**config.mk**
```make
export PLATFORM = sky130hd
export DESIGN_NAME = md5_job_scheduler
export DESIGN_NICKNAME = d
export VERILOG_FILES = /design/src/rtl/md5_pkg.sv /design/src/rtl/md5_prio_pick.sv /design/src/rtl/md5_job_scheduler.sv
export SDC_FILE = /design/constraint.sdc
export NUM_CORES = 1
export LEC_CHECK = 0
export CAP_MARGIN = 20
export CORE_MARGIN = 5
export CORE_UTILIZATION = 28
export DETAILED_ROUTE_END_ITERATION = 8
export PLACE_DENSITY = 0.56
export SYNTH_ARGS = -nofsm -noshare
export SYNTH_HDL_FRONTEND = slang
export SYNTH_SLANG_ARGS = --single-unit
```
**constraint.sdc**
```tcl
create_clock -name clk -period 5.3 [get_ports clk]
set_input_delay 1.06 -clock clk [delete_from_list [all_inputs] [get_ports clk]]
set_output_delay 1.06 -clock clk [all_outputs]
set_load 0.005 [all_outputs]
```
**src/rtl/md5_pkg.sv**
```systemverilog
// Shared definitions for the MD5 job scheduler: host opcodes, controller state
// encoding and the layout of the 32-bit status word read back over SPI.
package md5_pkg;

  // Host opcodes, carried in word[31:28].
  localparam logic [3:0] OP_LOAD_HASH = 4'h1;
  localparam logic [3:0] OP_SET_RANGE = 4'h2;
  localparam logic [3:0] OP_GO        = 4'h3;
  localparam logic [3:0] OP_ABORT     = 4'h4;

  typedef enum logic [2:0] {
    StIdle  = 3'd0,
    StLoad  = 3'd1,
    StRun   = 3'd2,
    StDone  = 3'd3,
    StFound = 3'd4
  } state_e;

  // Status word: {state[2:0], found, err, 3'b0, chunks_issued[23:0]}.
  localparam int unsigned STAT_STATE_LSB = 29;
  localparam int unsigned STAT_FOUND     = 28;
  localparam int unsigned STAT_ERR       = 27;
  localparam int unsigned CHUNKS_W       = 24;

  function automatic logic [31:0] pack_status(input state_e st, input logic found,
                                              input logic err,
                                              input logic [CHUNKS_W-1:0] chunks);
    logic [31:0] s;
    s                         = '0;
    s[STAT_STATE_LSB +: 3]    = st;
    s[STAT_FOUND]             = found;
    s[STAT_ERR]               = err;
    s[CHUNKS_W-1:0]           = chunks;
    return s;
  endfunction

endpackage

```
**src/rtl/md5_prio_pick.sv**
```systemverilog
// Lowest-index priority picker.
//   req   : request vector
//   grant : one-hot of the lowest set bit of req (zero when req is zero)
//   idx   : binary index of that bit
//   any   : at least one request is set
module md5_prio_pick #(
  parameter int unsigned N    = 4,
  parameter int unsigned IdxW = (N > 1) ? $clog2(N) : 1
) (
  input  logic [N-1:0]    req,
  output logic [N-1:0]    grant,
  output logic [IdxW-1:0] idx,
  output logic            any
);

  always_comb begin
    grant = '0;
    idx   = '0;
    any   = |req;
    // Walk downwards so the lowest set bit is the last one written.
    for (int i = int'(N) - 1; i >= 0; i--) begin
      if (req[i]) begin
        grant    = '0;
        grant[i] = 1'b1;
        idx      = IdxW'(i);
      end
    end
  end

endmodule

```
**src/rtl/md5_job_scheduler.sv**
```systemverilog
// Hands fixed-size keyspace chunks to a bank of MD5 cores from the host
// command stream, stops everything on the first match or range exhaustion.
//   clk, rst        : core clock, synchronous active-high reset
//   word_valid/in   : host command/data word strobe
//   target_hash     : hash broadcast to all cores
//   core_start/base : one-hot start pulse and chunk base index
//   core_abort      : one-cycle stop pulse to all cores
//   core_done/found : per-core completion / match pulses, core_found_idx slices
//   status_out, result_idx, has_matched : SPI readback
module md5_job_scheduler
  import md5_pkg::*;
#(
  parameter int unsigned NUM_CORES  = 4,
  parameter int unsigned CHUNK_LOG2 = 16,
  parameter int unsigned IDX_W      = 32
) (
  input  logic                       clk,
  input  logic                       rst,
  input  logic                       word_valid,
  input  logic [31:0]                word_in,
  output logic [127:0]               target_hash,
  output logic [NUM_CORES-1:0]       core_start,
  output logic [IDX_W-1:0]           core_base,
  output logic                       core_abort,
  input  logic [NUM_CORES-1:0]       core_done,
  input  logic [NUM_CORES-1:0]       core_found,
  input  logic [NUM_CORES*IDX_W-1:0] core_found_idx,
  output logic [31:0]                status_out,
  output logic [IDX_W-1:0]           result_idx,
  output logic                       has_matched
);

  localparam int unsigned CoreIdxW = (NUM_CORES > 1) ? $clog2(NUM_CORES) : 1;
  localparam logic [IDX_W:0] ChunkSize = (IDX_W+1)'(1) << CHUNK_LOG2;

  state_e                 state_q, state_d;
  logic                   load_hash_q, load_hash_d;
  logic [1:0]             load_cnt_q, load_cnt_d;
  logic [127:0]           hash_q, hash_d;
  logic [IDX_W-1:0]       start_q, start_d, end_q, end_d, base_q, base_d;
  logic [IDX_W-1:0]       result_q, result_d;
  logic [NUM_CORES-1:0]   assigned_q, assigned_d;
  logic                   disp_en_q, disp_en_d, found_q, found_d, err_q, err_d;
  logic                   abort_q, abort_d;
  logic [CHUNKS_W-1:0]    chunks_q, chunks_d;

  logic [NUM_CORES-1:0]   idle_grant, unused_found_grant;
  logic [CoreIdxW-1:0]    unused_idle_idx, found_idx;
  logic                   idle_any, found_any;
  logic [3:0]             opcode;
  logic                   load_last, dispatch, abort_cmd;
  logic [IDX_W:0]         base_sum;

  assign opcode    = word_in[31:28];
  assign abort_cmd = word_valid && (opcode == OP_ABORT);
  assign load_last = load_hash_q ? (load_cnt_q == 2'd3) : (load_cnt_q == 2'd1);
  assign base_sum  = {1'b0, base_q} + ChunkSize;

  md5_prio_pick #(.N(NUM_CORES), .IdxW(CoreIdxW)) u_idle_pick (
    .req   (~assigned_q),
    .grant (idle_grant),
    .idx   (unused_idle_idx),
    .any   (idle_any)
  );

  md5_prio_pick #(.N(NUM_CORES), .IdxW(CoreIdxW)) u_found_pick (
    .req   (core_found),
    .grant (unused_found_grant),
    .idx   (found_idx),
    .any   (found_any)
  );

  // State register.
  always_ff @(posedge clk) begin
    if (rst) state_q <= StIdle;
    else     state_q <= state_d;
  end

  // Next-state logic.
  always_comb begin
    state_d = state_q;
    case (state_q)
      StIdle, StDone, StFound: begin
        if (word_valid) begin
          case (opcode)
            OP_LOAD_HASH, OP_SET_RANGE: state_d = StLoad;
            OP_GO:    state_d = (start_q > end_q) ? StDone : StRun;
            OP_ABORT: state_d = StIdle;
            default:  state_d = state_q;
          endcase
        end
      end
      StLoad: if (word_valid && load_last) state_d = StIdle;
      StRun: begin
        // A match outranks abort and completion arriving in the same cycle.
        if (found_any)                           state_d = StFound;
        else if (abort_cmd)                      state_d = StIdle;
        else if (!disp_en_d && assigned_d == '0) state_d = StDone;
      end
      default: state_d = StIdle;
    endcase
  end

  // Output logic: dispatch is combinational so GO reaches a core one cycle later.
  always_comb begin
    dispatch   = (state_q == StRun) && disp_en_q && idle_any && !found_any && !abort_cmd;
    core_start = dispatch ? idle_grant : '0;
    core_base  = dispatch ? base_q : '0;
  end

  // Datapath next-state.
  always_comb begin
    load_hash_d = load_hash_q;
    load_cnt_d  = load_cnt_q;
    hash_d      = hash_q;
    start_d     = start_q;
    end_d       = end_q;
    base_d      = base_q;
    result_d    = result_q;
    assigned_d  = assigned_q;
    disp_en_d   = disp_en_q;
    found_d     = found_q;
    err_d       = err_q;
    abort_d     = 1'b0;
    chunks_d    = chunks_q;
    case (state_q)
      StIdle, StDone, StFound: begin
        if (word_valid) begin
          case (opcode)
            OP_LOAD_HASH: begin load_hash_d = 1'b1; load_cnt_d = '0; end
            OP_SET_RANGE: begin load_hash_d = 1'b0; load_cnt_d = '0; end
            OP_GO: begin
              base_d     = start_q;
              found_d    = 1'b0;
              err_d      = 1'b0;
              chunks_d   = '0;
              assigned_d = '0;
              disp_en_d  = (start_q <= end_q);
            end
            OP_ABORT: abort_d = 1'b1;
            default:  err_d   = 1'b1;
          endcase
        end
      end
      StLoad: begin
        if (word_valid) begin
          load_cnt_d = load_cnt_q + 2'd1;
          if (load_hash_q)            hash_d  = {hash_q[95:0], word_in};
          else if (load_cnt_q == '0)  start_d = IDX_W'(word_in);
          else                        end_d   = IDX_W'(word_in);
        end
      end
      StRun: begin
        assigned_d = assigned_q & ~core_done;
        if (abort_cmd) begin
          abort_d    = 1'b1;
          assigned_d = '0;
          disp_en_d  = 1'b0;
        end else if (word_valid) begin
          err_d = 1'b1;
        end
        if (found_any) begin
          result_d   = core_found_idx[int'(found_idx)*IDX_W +: IDX_W];
          found_d    = 1'b1;
          abort_d    = 1'b1;
          assigned_d = '0;
          disp_en_d  = 1'b0;
        end else if (dispatch) begin
          assigned_d = assigned_d | idle_grant;
          chunks_d   = chunks_q + 1'b1;
          // Stop once this chunk reaches end_idx or the base would wrap.
          if (base_sum > {1'b0, end_q}) disp_en_d = 1'b0;
          else                          base_d    = base_sum[IDX_W-1:0];
        end
      end
      default: ;
    endcase
  end

  always_ff @(posedge clk) begin
    if (rst) begin
      load_hash_q <= 1'b0;
      load_cnt_q  <= '0;
      hash_q      <= '0;
      start_q     <= '0;
      end_q       <= '0;
      base_q      <= '0;
      result_q    <= '0;
      assigned_q  <= '0;
      disp_en_q   <= 1'b0;
      found_q     <= 1'b0;
      err_q       <= 1'b0;
      abort_q     <= 1'b0;
      chunks_q    <= '0;
    end else begin
      load_hash_q <= load_hash_d;
      load_cnt_q  <= load_cnt_d;
      hash_q      <= hash_d;
      start_q     <= start_d;
      end_q       <= end_d;
      base_q      <= base_d;
      result_q    <= result_d;
      assigned_q  <= assigned_d;
      disp_en_q   <= disp_en_d;
      found_q     <= found_d;
      err_q       <= err_d;
      abort_q     <= abort_d;
      chunks_q    <= chunks_d;
    end
  end

  assign target_hash = hash_q;
  assign core_abort  = abort_q;
  assign result_idx  = result_q;
  assign has_matched = found_q;
  assign status_out  = pack_status(state_q, found_q, err_q, chunks_q);

endmodule

```
# [Yosys cells after proc, flatten, opt, wreduce, memory -nomap -nowiden]
# Index checks and enable logic that the tools add are counted.
[totals] regBits=294 out_inout_bits=230
[classes] mux=63 shifts=1 n_lt_le_gt_ge=3 add_sub_neg=3 n_eq_ne=24 bitwise_logic=6 n_reduce_logical=32
[op_table] operator="32-bit two-way mux" n=6
[op_table] operator="128-bit by 8-bit indexed part select with 32-bit output" n=1
[op_table] operator="24-bit two-way mux" n=4
[op_table] operator="32-bit one-hot mux with 2 select lines" n=1
[op_table] operator="24-bit one-hot mux with 2 select lines" n=1
[op_table] operator="4-bit two-way mux" n=11
[op_table] operator="32-bit by 17-bit adder with 33-bit output, second input constant" n=1
[op_table] operator="33-bit by 32-bit > comparator with 1-bit output" n=1
[op_table] operator="32-bit > comparator" n=1
[op_table] operator="32-bit less-or-equal comparator" n=1
[op_table] operator="24-bit by 1-bit adder with 24-bit output, second input constant" n=1
[op_table] operator="2-bit inequality test, second input constant" n=12
[op_table] operator="4-bit AND reduction" n=5
[op_table] operator="1-bit two-way mux" n=18
[op_table] operator="3-bit one-hot mux with 3 select lines" n=2
[op_table] operator="3-bit two-way mux" n=5
[op_table] operator="2-bit two-way mux" n=7
[op_table] operator="1-bit one-hot mux with 2 select lines" n=6
[op_table] operator="5-bit AND reduction" n=2
[op_table] operator="4-bit by 2-bit equality test with 1-bit output, second input constant" n=2
[op_table] operator="4-bit inequality test, second input constant" n=2
[op_table] operator="4-bit inverter" n=2
[op_table] operator="4-bit one-hot mux with 2 select lines" n=1
[op_table] operator="4-bit OR reduction" n=2
[op_table] operator="23 further kinds" n=37

# [Depth between registers and ports, before layout]
[logic_depth] word_depth=15 mapped_depth=15 ltp_nobuf=13

# [Hierarchy]
# From an unflattened synthesis, not the netlist that was laid out.
[hier_totals] hier_cells=1723 hier_area_um2=13761.9
[by_module_without_submodules] module="md5_job_scheduler" n_inst=1 area_each_um2=13644.3 cells_per_inst=1703
[by_module_without_submodules] module="md5_prio_pick" n_inst=2 area_each_um2=58.8 cells_per_inst=10

# [Least setup slack after synthesis]
# OpenSTA, ideal clock, no wires.
[synth_timing] path_type="in2out" from="input port core_found[1]" to="output port core_base[20]" stages=6 required_time_ns=4.240 arrival_time_ns=2.762 path_buffers=2 setup_slack_ns=1.478 cell_sequence="or4_1 > a211oi_4 > and3_4 > clkbuf_1 > clkbuf_1 > and2_1"
[synth_between] elab_chain_cells=5
[synth_rtl] element="from (decl)" line_no="md5_job_scheduler.sv:26" source="input logic [NUM_CORES-1:0] core_found,"
[synth_rtl] element="4-bit OR reduction" line_no="md5_prio_pick.sv:19" source="any = |req;"
[synth_rtl] element="1-bit logical NOT" line_no="md5_job_scheduler.sv:106" source="dispatch = (state_q == StRun) && disp_en_q && idle_any && !found_any && !abort_cmd;"
[synth_rtl] element="1-bit logical AND (2 in series)" line_no="md5_job_scheduler.sv:106"
[synth_rtl] element="32-bit two-way mux" line_no="md5_job_scheduler.sv:108" source="core_base = dispatch ? base_q : '0;"
[synth_rtl] element="to (decl)" line_no="md5_job_scheduler.sv:23" source="output logic [IDX_W-1:0] core_base,"
# Every way passes these cells.

# [Worst setup path in the final report]
[layout_timing] from="input port core_found[1]" to="output port core_base[2]"
# Same word-level chain as after synthesis.

==> metrics <==
Max Cap Viol=0; Via Count=13452; CP Launch Type=input port; first-pass GRT wire length=77800 µm; Comb pwr share=21.4%; clock root buffer=clkbuf_16; total die area=54200 µm²; initial antenna violation count=3; R2R cell count=13; endpoints failing hold=0; Final min period=around 4.8 ns; Flop pwr share=38.0%; DRC errors left=0; Static Leak=6.69 nW; Nets=2330; post-synthesis sequential area ratio=42.4%; Fin Setup TNS=0 ns; Via-to-Cell Ratio=4.83; Crit path arrival time=between 3 and 4 ns; number of flops mapped to enable cells by yosys=0; Pint=4.34 mW; clock group share of total power=40.6%; count of final setup violators=0; Placer Congestion=0.858; post-synthesis register bit count=294; Core Area=~50000 µm²; Peak Freq=208 MHz; cts repair resizes=0; skew final=just over 0.02 ns; vias in the first global route=about 13000; crit path from=core_found[1]; Critical Path RT=between 4 and 5 ns; Syn. warnings=0; row count=81; # IOs=about 400; cts bufs inserted=36; gr ovfl total=0; worst-skew pair later-pin latency=0.55 ns; Syn Inst Count=1750; RSZ-0062 raised after global routing=no; top cell type's share of synthesized area=a little over two fifths; total clock sinks=between 200 and 300; RR Startpoint=base_q[17]; critical path type=input port to output port; Synth-to-Final Area Change=41.9%; # hold bufs at CTS=0; Net Sw Power=between 1.5 and 2 mW; Die Ht=233 µm; R2R Path End=base_q[16]; count of input and output buffers=397; Synth cell types=70; Async SR Flop Fraction=0%; Slew headroom=between 30% and 40%; 1st-iter DRT viols=955; total number of H-tree levels=2; status=complete, no violations; Slew Limit Fails=0; drt total wl=51500 µm; most frequent cells in the layout=536 x nand2_1, 396 x clkdlybuf4s50_1, 300 x a21oi_1, 294 x dfxtp_1, 70 x nor2_1; largest net degree at the start of global routing=129; most common cell after layout, fill and taps aside=nand2_1; Sw Ratio=between 30% and 40%; Avg Cell Area, Syn=7.94 µm²; CTS Buffer Depth=3; Setup crit end=core_base[2]; Tot GR Track Use=a little under a fifth; Cell Area, Synth=13900 µm²; drt first pass iters=5; Routed WL per cell=about 19 µm; most used flip-flop cell after synthesis=dfxtp_1; reg-to-reg slack, setup=between 1 and 1.5 ns; Critical Path End Type=output port; Hold WS=~0.45 ns; DP HPWL=38900 µm; pwr dens=between 300 and 400 nW/µm²; fraction of layout cells with a size suffix above 1=about 6.3%; post-CTS setup repair buffer count=0; Initial Util=around 28%; CP max FO=31; chip width=233 µm; worst vdd ir=between 0.2 and 0.25 mV; dominant cell type by area after synthesis=dfxtp_1; Antenna Nets Post-Route=0; synth top area cells=dfxtp_1 42%, nand2_1 14%, a21oi_1 11%; Tightest Pin Transition=around 0.94 ns; Worst-path clk slew=around 0.050 ns; CTS tree=yes; # fillers=5075; Final Cycle Share=90.7%; worst hold path type=flip-flop to flip-flop
[area by class of cell]
| class | count | area, µm² | area share, % |
|---|---|---|---|
| diodes | 1 | 2.50 | 0.0127 |
| multi-input cells | 1293 | 7410 | 37.6 |
| well taps | 664 | 831 | 4.21 |
| flip-flops and latches | 294 | 5890 | 29.9 |
| inverters | 45 | 169 | 0.857 |
| repair buffers | 422 | 4210 | 21.4 |
| clock buffers | 51 | 1060 | 5.37 |
| clock inverters | 13 | 151 | 0.768 |
[flip-flops by register name, indices dropped and copies added (netlist names), 2 cells and up]
name	flops
start_q	32
state_q	3
chunks_q	24
assigned_q	4
load_cnt_q	2
target_hash	128
result_idx	32
end_q	32
base_q	32
[logic make-up after synthesis]
group | after synthesis | synth area share (%)
muxes | 38 | 5.64
xor gates and xnor gates | 35 | 2.21
other | 1 | 0.0270
AOI/OAI and AO/OA | 393 | 15.8
DFF | 294 | 42.4
and+or+nand+nor | 757 | 23.2
adders and majority gates | 67 | 6.03
buffers and inverters | 165 | 4.71
[metal layers]
metal,GRT usage [%],share of wire [%],up-vias
li1,-,-,6612
met1,24.0,44,6342
met2,30.0,47,420
met3,4.93,7.2,74
met4,4.41,2.2,4
met5,0,0.043,-
[worst max-delay path, stage by stage]
cell	delay [ns]
clkdlybuf4s50_1	0.48
or4_1	0.70
a211oi_4	0.26
and3_4	0.42
and2_1	0.20
clkdlybuf4s50_1	0.60
[cells in the mapped netlist, drive strengths merged (20+ instances only)]
| cell type | count |
|---|---|
| xnor2 | 23 |
| o21ai | 27 |
| nor3 | 20 |
| ha | 67 |
| mux4 | 32 |
| dfxtp | 294 |
| inv | 44 |
| a21oi | 300 |
| clkbuf | 105 |
| nor2 | 70 |
| and2 | 35 |
| nand2 | 537 |
| nand3 | 28 |
[how the worst min path moves through the flow]
| stage | start | end | depth (start not counted) |
|---|---|---|---|
| floorplan | base_q[0] | base_q[0] | 2 |
| global placement | target_hash[101] | target_hash[101] | 2 |
| detailed placement | result_idx[30] | result_idx[30] | 2 |
| CTS | result_idx[8] | result_idx[8] | 2 |
| global route | result_idx[25] | result_idx[25] | 2 |
| finish | result_idx[30] | result_idx[30] | 2 |
[power by group through the flow]
stage,Clock (mW),Sequential [mW],Combinational [mW]
6_report,2.52,2.36,1.33
3_5_place_dp,0,2.40,1.31
3_3_place_gp,0,2.40,1.30
4_1_cts,2.60,2.36,1.32
2_1_floorplan,0,2.37,0.796
5_1_grt,2.69,2.36,1.45
[through the flow]
| step | power, mW | setup slack [ns] | instance area [µm²] | utilization [%] | std cells |
|---|---|---|---|---|---|
| after floorplan | 3.17 | 1.48 | 13900 | - | 1752 |
| after global placement | 3.70 | 0.511 | 18500 | 37.7 | 2717 |
| after detailed placement | 3.72 | 0.480 | 18500 | 37.7 | 2717 |
| after CTS | 6.28 | 0.476 | 19700 | 40.1 | 2781 |
| after global routing | 6.50 | 0.371 | 19700 | 40.2 | 2782 |
| final | 6.21 | 0.491 | 19700 | 40.2 | 2783 |
No activity file was read; power rests on OpenSTA's default activity.
